## src/rtl/led_crossfade_pwm.sv

```systemverilog
// Four-channel red LED PWM driver with linear crossfade between the active LED and a
// newly requested one; the green LED (pin_d5) marks a fade in progress.
module led_crossfade_pwm #(
  parameter int PWM_BITS = 8,
  parameter int STEP_DIV = 11719
) (
  input  logic       clk,
  input  logic       rst_n,
  input  logic [1:0] sel,
  input  logic       sel_valid,
  output logic       sel_ready,
  output logic       pin_d1,
  output logic       pin_d2,
  output logic       pin_d3,
  output logic       pin_d4,
  output logic       pin_d5
);

  localparam int PW = (STEP_DIV > 1) ? $clog2(STEP_DIV) : 1;
  localparam logic [PW-1:0]     PRESC_MAX = PW'(STEP_DIV - 1);
  localparam logic [PWM_BITS:0] FULL      = {1'b1, {PWM_BITS{1'b0}}};

  typedef enum logic {IDLE, FADE} state_t;

  state_t              state;
  logic [PWM_BITS-1:0] pwm_cnt;
  logic [PW-1:0]       presc;
  logic                tick;
  logic [1:0]          cur;
  logic [1:0]          tgt;
  logic [PWM_BITS:0]   duty [4];
  logic [3:0]          pins;

  assign tick      = (presc == PRESC_MAX);
  assign sel_ready = (state == IDLE);
  assign {pin_d4, pin_d3, pin_d2, pin_d1} = pins;

  // NOTE: sequential state uses non-blocking assignments only, so every read below sees
  // the pre-edge value regardless of statement order.
  always_ff @(posedge clk or negedge rst_n) begin
    if (!rst_n) begin
      state   <= IDLE;
      pwm_cnt <= '0;
      presc   <= '0;
      cur     <= 2'd0;
      tgt     <= 2'd0;
      pins    <= '0;
      pin_d5  <= 1'b0;
      // NOTE: the duty array is reset like ordinary flops because its reset contents
      // (LED0 full, others dark) are visible behaviour, not don't-care storage.
      duty[0] <= FULL;
      duty[1] <= '0;
      duty[2] <= '0;
      duty[3] <= '0;
    end else begin
      pwm_cnt <= pwm_cnt + 1'b1;
      presc   <= tick ? '0 : presc + 1'b1;
      for (int i = 0; i < 4; i++) begin
        pins[i] <= ({1'b0, pwm_cnt} < duty[i]);
      end
      pin_d5 <= (state == FADE);

      case (state)
        IDLE: begin
          // A request for the LED already lit is accepted and dropped.
          if (sel_valid && sel != cur) begin
            tgt   <= sel;
            state <= FADE;
          end
        end
        FADE: begin
          if (tick) begin
            if (duty[cur] != '0)  duty[cur] <= duty[cur] - 1'b1;
            if (duty[tgt] != FULL) duty[tgt] <= duty[tgt] + 1'b1;
            // Outgoing LED hits zero on this step: incoming one is full at the same time.
            if (duty[cur] <= 1) begin
              cur   <= tgt;
              state <= IDLE;
            end
          end
        end
        default: state <= IDLE;
      endcase
    end
  end

endmodule

```

## config.mk

```make
export PLATFORM = sky130hd
export DESIGN_NAME = led_crossfade_pwm
export DESIGN_NICKNAME = d
export VERILOG_FILES = /design/src/rtl/led_crossfade_pwm.sv
export SDC_FILE = /design/constraint.sdc
export NUM_CORES = 1
export LEC_CHECK = 0
export ABC_AREA = 1
export BUFFER_PORTS_ARGS = -buffer_cell sky130_fd_sc_hd__buf_2
export CAP_MARGIN = 30
export CORE_AREA = 2 2 123 125
export DETAILED_ROUTE_END_ITERATION = 10
export DIE_AREA = 0 0 125 127
export SLEW_MARGIN = 20
export SYNTH_ARGS = -nofsm -noshare
export SYNTH_HDL_FRONTEND = slang
export SYNTH_SLANG_ARGS = --single-unit
```

## constraint.sdc

```tcl
create_clock -name clk -period 2.2 [get_ports clk]
set_input_delay 0.11 -clock clk [delete_from_list [all_inputs] [get_ports clk]]
set_output_delay 0.11 -clock clk [all_outputs]
set_load 0.02 [all_outputs]
```

==> results_dict.tcl <==
set metrics [dict create \
    outcome "completed" \
    synth_common_cells "377 x sky130_fd_sc_hd__nand2_1, 101 x sky130_fd_sc_hd__nand3_1, 96 x sky130_fd_sc_hd__nor2_1, 85 x sky130_fd_sc_hd__inv_1, 67 x sky130_fd_sc_hd__dfrtp_1" \
    route.final.wire_length_um 19100 \
    power_density_nw_per_um2 527 \
    netSwitchingPower_mw 1.06 \
    io-pin-count 11 \
    place_hpwl_um 14100 \
    register_area_sq_um 1710 \
    tritoncts "built" \
    synthToLayoutAreaGrowth_pct 22.2 \
    placement.io_buffers 10 \
    synth_xor_xnor_area_share 0.0170 \
    area_share_of_the_leading_cell_type_in_the_synthesized_netlist 0.296 \
    floorplan.die.width_um 125 \
    cts_made_buffers 9 \
    netlist_top_cells_area "sky130_fd_sc_hd__dfrtp_1 30%, sky130_fd_sc_hd__nand2_1 25%, sky130_fd_sc_hd__nand3_1 8.9%" \
    timing.hold.worst.start "sel[0]" \
    clkTransAtPathRegs_ns 0.06 \
    timing.final.hold_violations 0 \
    cpMostUsedCell "sky130_fd_sc_hd__nand2_1" \
    muxShareOfSynthArea 0 \
    final-setup-viol-count 0 \
    final.setup_skew_ns 0.00555 \
    totalNegativeSetupSlack_ns 0 \
    row_count 44 \
    core_region_area_sq_um 14400 \
    worstReg2RegEnd "duty[29]" \
    finalCriticalPeriod_ns 2.12 \
    whs_path_depth 3 \
    min_period_over_period 0.965 \
    synth_top_area_cell "sky130_fd_sc_hd__dfrtp_1" \
    power_switching_share 0.290 \
    timing.reg2reg.setup_slack_ns 0.08 \
    dominantRegCellSynth "sky130_fd_sc_hd__dfrtp_1" \
    drc 0 \
    seq_power_share 0.350 \
    worst_path_dominant_cell_family "simple AND/OR/NAND/NOR gates" \
    antenna_cells 0 \
    ant_nets 0 \
    timing.setup.critical_path_class "reg2reg" \
    seq_area_frac_synth 0.301 \
    setup.worst_path.end_class "flip-flop" \
    pre_cts_ws_ns 0.0278 \
    final_worst_path_setup_slack_ns 0.0775 \
    drv.max_cap_violation_count 0 \
    num-fill-cells 1507 \
    worst_path_max_delay_cell "sky130_fd_sc_hd__dfrtp_2" \
    multiInputGateArea_sq_um 3580 \
    initial_utilization 0.393 \
    yosys_warnings 0 \
    synth_top_family_by_area "simple AND/OR/NAND/NOR gates" \
    clkLatencyLatePin_ns 0.35 \
    grt_max_degree 37 \
    number_of_h_tree_levels 3 \
    power_leakage_nw 3.80 \
    syn_area_per_cell_sq_um 6.18 \
    cts-root-buf "sky130_fd_sc_hd__clkbuf_16" \
    finish.net_count 1024 \
    post_layout_nonfiller_instances 1172 \
    crit_path_cell_trace "buf_6 > nand2_2 > nand2_1 > nand2_1 > nand2_2 > ha_1 > inv_1 > nor2_1 > nor2_1 > o21ai_0 > inv_1 > nand2_1 > nand2_1" \
    crit-reg2reg-launch "tgt[0]" \
    cts-root-to-sink-buffers 2 \
    comb_power_share 0.204 \
    critical_path.max_fanout 5 \
    gpl.final_weighted_congestion 0.945 \
    synth_seq_cells 68 \
    area_of_the_mapped_netlist_sq_um 5670 \
    placed_area_sq_um 6320 \
    postSynthNetCount 958 \
    first_drt_pass_iteration_count 5 \
    yosys.area_share.adder 0.0795 \
    grt.total_usage 0.242 \
    first_global_vias 5445 \
    irDropWorstVdd_mv 0.378 \
    netlist-cell-type-count 30 \
    yosysMostFrequentCell "sky130_fd_sc_hd__nand2_1" \
    largest_incremental_delay_on_the_critical_path_ns 0.48 \
    worst_pin_slew_ns 0.577 \
    synthCells 917 \
    crit_required_ns 2.49 \
    timing.reg2reg.worst_path_depth 13 \
    whs_endpoint "tgt[0]" \
    vias_per_cell 5.07 \
    worst_hold_path_type "in2reg" \
    post-route-cell-area_sq_um 6920 \
    placed_cells 1143 \
    critPathLaunchType "flip-flop" \
    gr-total-overflow 0 \
    number_of_enable_flip_flop_cells_after_synthesis 0 \
    detail_route.iter0.violations 589 \
    relSlewSlack 0.614 \
    power.clock.fraction 0.447 \
    worst-endpoint-arrival_ns 2.41 \
    vias 5943 \
    detail_route.wl_per_cell_um 16.3 \
    maxSlewViolCount 0 \
    antenna_found_initial 0 \
    global_route_wire_length_before_repair_um 29600 \
    async_reset_ff_frac 1.00 \
    power_report.internal_total_mw 2.59 \
    dieArea_sq_um 15900 \
    crit_buf_inv 3 \
    achievable-frequency_mhz 471 \
    cts_sinks 68 \
    fp.dieH_um 127 \
    post_synth_and_or_nand_nor_area_fraction 0.448 \
    fraction_of_layout_instances_using_a_drive_strength_above_1 0.154 \
    synth_compound_area_frac 0.0643 \
]
metal layers:
metal	GRT usage	vias to the layer above	share of wire
met3	0.0419	43	0.053
met2	0.387	176	0.45
li1	-	3029	-
met5	0	-	0
met1	0.326	2695	0.46
met4	0.0993	0	0.032
cells in the final DEF (no fill, tap or decap), types with 9 or more instances in the layout:
master                      synthesis  layout
sky130_fd_sc_hd__nand2_1          377     371
sky130_fd_sc_hd__nand3_1          101      99
sky130_fd_sc_hd__nor2_1            96      89
sky130_fd_sc_hd__inv_1             85      83
sky130_fd_sc_hd__dfrtp_1           67      64
sky130_fd_sc_hd__buf_4              7      55
sky130_fd_sc_hd__ha_1              36      35
sky130_fd_sc_hd__a21oi_1           32      30
sky130_fd_sc_hd__o21ai_0           26      22
sky130_fd_sc_hd__nand2_2            8      12
sky130_fd_sc_hd__nor2_2             9      10
sky130_fd_sc_hd__clkbuf_16          0      10
sky130_fd_sc_hd__buf_2             10      10
sky130_fd_sc_hd__nor2_4             3       9
registers in the layout, indices dropped and copies added, names as in the netlist:
name,flops
duty,36
presc,14
pwm_cnt,8
pins,4
cur,2
tgt,2
pin_d5,1
state,1
kinds of logic (layout without fill, tap and decap cells):
family | Yosys count | in the layout
AND/OR/NAND/NOR | 614 | 614
buffers and inverters | 120 | 191
adder cells (fa/ha/maj) | 36 | 36
XOR/XNOR | 11 | 11
flip-flops | 68 | 68
AO/OA/AOI/OAI | 68 | 68
cell type report:
cell class                 instances  share of cell area
timing repair buffer              81               0.104
multi-input combinational        729               0.517
clock buffer                       9              0.0325
sequential                        68               0.247
clock inverter                     7              0.0143
inverter                          94              0.0521
tap                              184              0.0333
power groups by stage:
| stage | sequential [mW] | clock, mW | combinational [mW] |
|---|---|---|---|
| after floorplan | 1.29 | 0 | 0.384 |
| after global placement | 1.29 | 0 | 0.659 |
| after detailed placement | 1.29 | 0 | 0.661 |
| after CTS | 1.27 | 1.65 | 0.666 |
| after global routing | 1.27 | 1.70 | 0.802 |
| final | 1.27 | 1.63 | 0.743 |
through the flow:
stage               power, mW   util  hold WS, ns
floorplan                1.67      -       -0.186
global placement         1.95  0.438        0.116
detailed placement       1.95  0.438        0.119
CTS                      3.59  0.462       0.0217
global route             3.78  0.480       0.0861
finish                   3.64  0.480       0.0388
timing repair:
| item | 4_1_cts | 5_1_grt |
|---|---|---|
| setup endpoints to repair | 0 | 39 |
| hold endpoints to repair | 30 | 0 |
| buffers inserted | 0 | 9 |
| hold buffers | 2 | 0 |
| gates resized for setup | 0 | 48 |
worst reg2reg max path, cell delays in order, from the launching register on:
cell and delay, ns:
sky130_fd_sc_hd__dfrtp_2 0.48, sky130_fd_sc_hd__buf_6 0.16, sky130_fd_sc_hd__nand2_2 0.05, sky130_fd_sc_hd__nand2_1 0.05, sky130_fd_sc_hd__nand2_1 0.07, sky130_fd_sc_hd__nand2_2 0.09
sky130_fd_sc_hd__ha_1 0.24, sky130_fd_sc_hd__inv_1 0.06, sky130_fd_sc_hd__nor2_1 0.06, sky130_fd_sc_hd__nor2_1 0.46, sky130_fd_sc_hd__o21ai_0 0.18, sky130_fd_sc_hd__inv_1 0.07
sky130_fd_sc_hd__nand2_1 0.05, sky130_fd_sc_hd__nand2_1 0.05
worst max-delay path by stage:
stage	cells past startpoint	slack (ns)	endpoint	start
after global placement	14	0.04	duty[2]	tgt[0]
after global routing	14	-0.03	duty[33]	cur[0]
after detailed placement	14	0.03	duty[5]	cur[0]
final	13	0.08	duty[29]	tgt[0]
after floorplan	18	0.09	duty[20]	tgt[0]
after CTS	14	0.02	duty[5]	cur[0]
Note: power is estimated with default switching activity, not from simulation.
